## src/rtl/hazard_ctrl.sv

```systemverilog
// hazard_ctrl: pipeline hazard unit -- load-use and mult/div interlocks, branch flush, stall counter
// Ports: clk, reset (async, active-low); ID_rs/ID_rt/ID_UseRs/ID_UseRt describe the ID reads;
// EX_MemRead/EX_WriteReg describe a load in EX; EX_BranchTaken requests a flush;
// ID_MDStart/ID_MDUse describe mult/div issue and HI/LO use; outputs PC_Write, IFID_Write,
// IFID_Flush, ID_Stall gate the front end, MD_Busy marks the mult/div unit occupied,
// StallCnt counts hazard-stall cycles and saturates.
module hazard_ctrl #(
   parameter int MD_CYCLES = 32,
   parameter int CNT_W     = 16
) (
   input  logic             clk,
   input  logic             reset,
   input  logic [4:0]       ID_rs,
   input  logic [4:0]       ID_rt,
   input  logic             ID_UseRs,
   input  logic             ID_UseRt,
   input  logic             EX_MemRead,
   input  logic [4:0]       EX_WriteReg,
   input  logic             EX_BranchTaken,
   input  logic             ID_MDStart,
   input  logic             ID_MDUse,
   output logic             PC_Write,
   output logic             IFID_Write,
   output logic             IFID_Flush,
   output logic             ID_Stall,
   output logic             MD_Busy,
   output logic [CNT_W-1:0] StallCnt
);
   localparam int MW = $clog2(MD_CYCLES + 1);
   typedef enum logic {RUN, MD_WAIT} state_t;
   state_t state, state_nx;
   logic [MW-1:0] md_cnt, md_cnt_nx;
   logic lu, mh, hz, start;
   // $zero is never a real dependency, so a load targeting r0 cannot stall
   assign lu = EX_MemRead && EX_WriteReg != 5'd0 &&
               ((ID_UseRs && ID_rs == EX_WriteReg) || (ID_UseRt && ID_rt == EX_WriteReg));
   assign mh = state == MD_WAIT && ID_MDUse;
   // a taken branch kills the ID instruction, so its hazards are moot
   assign hz = (lu || mh) && !EX_BranchTaken;
   assign start = ID_MDStart && !EX_BranchTaken && !lu && !mh;
   assign PC_Write   = !hz;
   assign IFID_Write = !hz;
   assign IFID_Flush = EX_BranchTaken;
   assign ID_Stall   = EX_BranchTaken || hz;
   assign MD_Busy    = state == MD_WAIT;
   // an issued operation always runs to completion; flushes and stalls do not touch the countdown
   always_comb begin
      state_nx  = state;
      md_cnt_nx = md_cnt;
      if (state == RUN) begin
         state_nx  = start ? MD_WAIT : RUN;
         md_cnt_nx = start ? MW'(MD_CYCLES - 1) : md_cnt;
      end else begin
         state_nx  = md_cnt == '0 ? RUN : MD_WAIT;
         md_cnt_nx = md_cnt == '0 ? '0 : md_cnt - MW'(1);
      end
   end
   always_ff @(posedge clk or negedge reset) begin
      if (!reset) begin
         state    <= RUN;
         md_cnt   <= '0;
         StallCnt <= '0;
      end else begin
         state    <= state_nx;
         md_cnt   <= md_cnt_nx;
         if (hz && !(&StallCnt)) StallCnt <= StallCnt + CNT_W'(1);
      end
   end
endmodule

```

## config.mk

```make
export PLATFORM = sky130hd
export DESIGN_NAME = hazard_ctrl
export DESIGN_NICKNAME = d
export VERILOG_FILES = /design/src/rtl/hazard_ctrl.sv
export SDC_FILE = /design/constraint.sdc
export NUM_CORES = 1
export LEC_CHECK = 0
export ABC_AREA = 1
export CAP_MARGIN = 40
export CORE_ASPECT_RATIO = 0.9
export CORE_MARGIN = 4
export CORE_UTILIZATION = 39
export DETAILED_ROUTE_END_ITERATION = 8
export GPL_TIMING_DRIVEN = 0
export PLACE_DENSITY = 0.76
export REMOVE_ABC_BUFFERS = 1
export SETUP_SLACK_MARGIN = 0.3
export SYNTH_ARGS = -nofsm -noshare
export SYNTH_HDL_FRONTEND = slang
export SYNTH_SLANG_ARGS = --single-unit
```

## constraint.sdc

```tcl
create_clock -name clk -period 2.45 [get_ports clk]
set_clock_uncertainty 0.15 [all_clocks]
set_input_delay 0.245 -clock clk [delete_from_list [all_inputs] [get_ports clk]]
set_output_delay 0.245 -clock clk [all_outputs]
set_load 0.01 [all_outputs]
```

== Word level (Yosys, flattened, before mapping) ==
Index checks and enable logic that the tools add are counted.
Cells by class
  $add $sub $neg: 2
  equality and inequality tests: 2
  multiplexer cells: 6
  reduce and logical (&&, ||, !) cells: 22
Operator list (number)
  $mux 6: 3
  $add 16x1->16 const B: 1
  $reduce_and 16->1: 1
  $eq 5x5->1: 2
  $logic_and 1x1->1: 10
  $logic_not 6->1: 1
  $sub 6x1->6 const B: 1
  $logic_not 1->1: 5
  $reduce_bool 5->1: 1
  $logic_or 1x1->1: 3
  $mux 1: 3
  $reduce_bool 2->1: 1
Word-level totals
  bits in registers: 23
  bits of input ports: 23
  logic and storage cells: 35

== Longest topological paths before layout ==
  depth after elaboration: 9
  mapped depth: 12
  gate-level depth less buffers: 11

== Worst setup path before layout ==
No wires, ideal clock.
  path kind: register to register
  start point: register StallCnt[0]
  end point: register StallCnt[5]
  setup time: 0.117 ns
  data arrival time: 1.547 ns
  slack: 0.636 ns
  stages on the path, launching flop included: 10
  buffers on the path: 1
  cells stage by stage: dfrtp_1 -> ha_1 -> nand3_2 -> nor3_4 -> nand2_2 -> nor2_4 -> nand3_4 -> buf_2 -> nand4_1 -> nand2_1
Between the ends
  longest elaborated chain between the ends: 3
  elaborated cells between the ends (all ways): 4
  classes of those cells: 1 x add/sub; 3 x reduce/logical
Ends and longest elaborated chain
  start, declared: line 27  | output logic [CNT_W-1:0] StallCnt
  start signal, assigned: line 66  | if (hz && !(&StallCnt)) StallCnt <= StallCnt + CNT_W'(1);
  parallel branches: the longest is 3 deep, another holds $add 16x1->16
Parallel ways; which one is timed is not known.
A chain may end at the register's enable or synchronous reset.

== Worst setup path after layout ==
  start point: input EX_WriteReg[1]
  end point: output PC_Write
Between the ends
  longest elaborated chain between the ends: 7
  elaborated cells between the ends (all ways): 11
  classes of those cells: 2 x eq/ne; 9 x reduce/logical
Ends and longest elaborated chain
  start, declared: line 18  | input logic [4:0] EX_WriteReg,
  $eq 5x5->1: line 36  | ((ID_UseRs && ID_rs == EX_WriteReg) || (ID_UseRt && ID_rt == EX_WriteReg));
  $logic_and 1x1->1: line 36
  $logic_or 1x1->1: line 36
  $logic_and 1x1->1 (*): line 35  | assign lu = EX_MemRead && EX_WriteReg != 5'd0 &&
  $logic_or 1x1->1 (*): line 39  | assign hz = (lu || mh) && !EX_BranchTaken;
  $logic_and 1x1->1 (*): line 39
  $logic_not 1->1 (*): line 41  | assign PC_Write = !hz;
  end, declared: line 22  | output logic PC_Write,
Mark *: on every way between the ends. The rest lies on a longest branch, timed or not.

==> key figures <==
Run status
  – Outcome: complete, no violations

Die
  – Die Width: 77.6 um
  – Die area: ~5500 um2
  – IO Pins: 44
  – Starting Density: 40.9%
  – CORE AREA: around 4200 um2
  – Die Span Y: about 71 um
  – Row count: 22

Route
  – WL/cell: around 12 um
  – Via-to-Cell Ratio: approximately 4.9
  – Pre-antenna DRT Iters: 4
  – Drt total wl: between 4000 and 5000 um
  – DR vias: between 1,500 and 2,000
  – Post-DRT Antenna Nets: 0
  – Initial DRC count: 76
  – Detailed-route DRC error count: 0

Placed design
  – IO buf count: between 40 and 50
  – Gp weighted congestion: ~0.85
  – HPWL after DPL: around 3000 um
  – DP Area: between 2000 and 2500 um2
  – Placed Cells: 349

Critical path
  – RR Endpoint: StallCnt[13]$_DFFE_PN0P_
  – CP Launch Type: input port
  – FF-to-FF path depth: 9
  – Register-to-register setup slack: between 400 and 500 ps
  – Worst Path Max Fanout: 6
  – WP data arrival: between 1500 and 2000 ps
  – CP Class: input port to output pin
  – CP required: about 2000 ps
  – R2R Path Start: StallCnt[0]$_DFFE_PN0P_
  – CP endpoint kind: output pin

Run
  – MaxCap Viol Count: 0

CTS
  – CTS Sinks: 23
  – CTS tree: built
  – Reg clk slew, reported paths: around 80 ps
  – CTS max path bufs: 2
  – Total CTS buffers: 3
  – H-Tree Depth: 1
  – Root buffer cell: clkbuf_8
  – Clock Latency Late Sink: between 200 and 300 ps
  – Cts hold-fix bufs: 0

Pwr
  – Sequential Power Share: 45.9%
  – Gate power share: 32.5%
  – Int Pwr: 0.000712 W
  – PD cells: 469 nW/um2
  – Worst VDD drop: between 0.5 and 0.6 mV
  – Switching Power: around 0.00035 W
  – Fraction of power spent switching nets: 32.7%
  – Leak: 1.14 nW
  – Clock share of power: a little over a fifth

STA
  – Rel. slew slack: between 50% and 60%
  – RSZ-0062 raised after global routing: true
  – Max Fclk: roughly 500 MHz
  – Max Transition Viols Final: 0
  – Tightest Pin Transition: around 730 ps
  – Final hold vios: 0
  – Fin crit period: 2050 ps
  – Final Cycle Share: about 84%
  – Setup Viol. Count Final: 0

Final layout
  – Finished Layout Cells: 356
  – Core Util, Final: a little over half
  – Area Overhead vs Synth: 32.7%
  – Most frequent cells in the layout: nand2_1 (88), clkdlybuf4s50_1 (39), inv_1 (32), dfrtp_1 (23), nand4_1 (21)
  – Most common cell after layout, fill and taps aside: nand2_1
  – Share of cells above drive strength 1: a little under 8%
  – Ant diodes: 0
  – Layout Nets: around 320
  – Post-route cell area: ~2300 um2

Global route
  – Largest net degree at the start of global routing: 24
  – Global-route wire length before repair: approximately 7000 um
  – Total congestion overflow: 0
  – Global Route Usage Sum: 15.4%
  – Vias in the first global route: around 1,600
  – Initial antenna violation count: 0

Synthesis
  – Synth Register Bits: 23
  – Mapped Cells: between 200 and 300
  – Synthesized area: 1700 um2
  – Sequential cell area fraction in the yosys report: 33.8%
  – Netlist cell types: 25
  – Warnings from Yosys: 0
  – Syn_area_per_cell: ~6.7 um2

Worst hold path
  – Hold Path Class: input port to asynchronous set/reset pin
==> power by group through the flow <==
stage | clock [W] | combinational, W | sequential, W
after floorplan | 0 | 0.000162 | 0.000495
after global placement | 0 | 0.000323 | 0.000490
final | 0.000228 | 0.000344 | 0.000486
after CTS | 0.000238 | 0.000341 | 0.000484
after global routing | 0.000254 | 0.000382 | 0.000492
after detailed placement | 0 | 0.000332 | 0.000492
==> worst max-delay path, cell delays in order <==
cell             delay [ps]
clkdlybuf4s50_1         510
inv_2                    60
nand2_1                  60
nand2_1                  50
nor2_1                  100
nand3_1                 100
nand2_2                  90
nand2_4                  90
nand2_8                 100
nand2_1                  70
buf_2                   170
==> cell families (layout without fill, tap and decap cells) <==
kind of cell    count (synthesis)  count (layout)  synth area share (%)
simple gates                  162             163                  43.6
buf+inv                        45              87                  11.3
flops                          23              23                  33.8
xor+xnor                       13              13                  6.70
compound gates                  7               7                  2.28
fa+ha+maj                       3               3                  2.21
==> registers in the layout (all words and copies together), names as in the netlist <==
name	cells
StallCnt	16
md_cnt	6
MD_Busy	1
==> layer usage <==
layer / share of wire [%] / GRT usage [%] / vias to the layer above / routed length [um]
li1: - / - / 893 / -
met1: 48 / 20.6 / 783 / 1980
met2: 44 / 25.0 / 51 / 1840
met3: 6.1 / 2.42 / 6 / 254
met4: 1.7 / 5.53 / 0 / 72
met5: 0 / 0 / - / 0
==> metrics by stage <==
step | setup TNS (ps) | hold WS, ps | setup WS (ps) | power (W)
floorplan | 0 | -201 | 627 | 0.000657
global placement | -3900 | 356 | -386 | 0.000812
detailed placement | -3920 | 373 | -384 | 0.000824
CTS | 0 | 95.6 | 217 | 0.00106
global route | 0 | 106 | 275 | 0.00113
finish | 0 | 86.2 | 402 | 0.00106
==> cell usage after synthesis <==
library cell	number	area share (%)
a21oi_1	1	0.29
a22oi_1	1	0.44
buf_1	2	0.44
buf_2	1	0.29
buf_4	4	1.8
buf_6	1	0.66
dfrtp_1	23	34
ha_1	3	2.2
inv_1	33	7.3
inv_2	4	0.88
nand2_1	91	20
nand2_2	1	0.37
nand3_1	18	5.3
nand3_2	2	1.2
nand3_4	1	1.0
nand3b_1	1	0.44
nand4_1	21	7.7
nor2_1	20	4.4
nor2_4	1	0.66
nor3_1	5	1.5
nor3_4	1	0.96
o21ai_0	4	1.2
o22ai_1	1	0.37
xnor2_1	5	2.6
xor2_1	8	4.1
==> worst max-delay path by stage <==
stage	startpoint	to	cells past startpoint	slack [ps]
6_report	EX_WriteReg[1]	PC_Write	11	400
5_1_grt	StallCnt[0]$_DFFE_PN0P_	StallCnt[0]$_DFFE_PN0P_	9	270
4_1_cts	EX_WriteReg[1]	IFID_Write	11	220
3_5_place_dp	EX_WriteReg[4]	IFID_Write	11	-380
3_3_place_gp	EX_WriteReg[1]	PC_Write	11	-390
2_1_floorplan	StallCnt[0]$_DFFE_PN0P_	StallCnt[0]$_DFFE_PN0P_	9	630
==> layout make-up <==
type,instances,area (um2)
clock buffer,4,45.0
fill,397,1900
inverter,37,139
multi-input combinational,186,972
sequential,23,576
tap,60,75.1
timing repair buffer,46,449
==> timing repair <==
item,CTS,global route
setup endpoints to repair,17,17
gates cloned,1,0
resized for setup,9,10
pin swaps,1,1
buffers inserted,0,2
(Power assumes the default switching activity.)
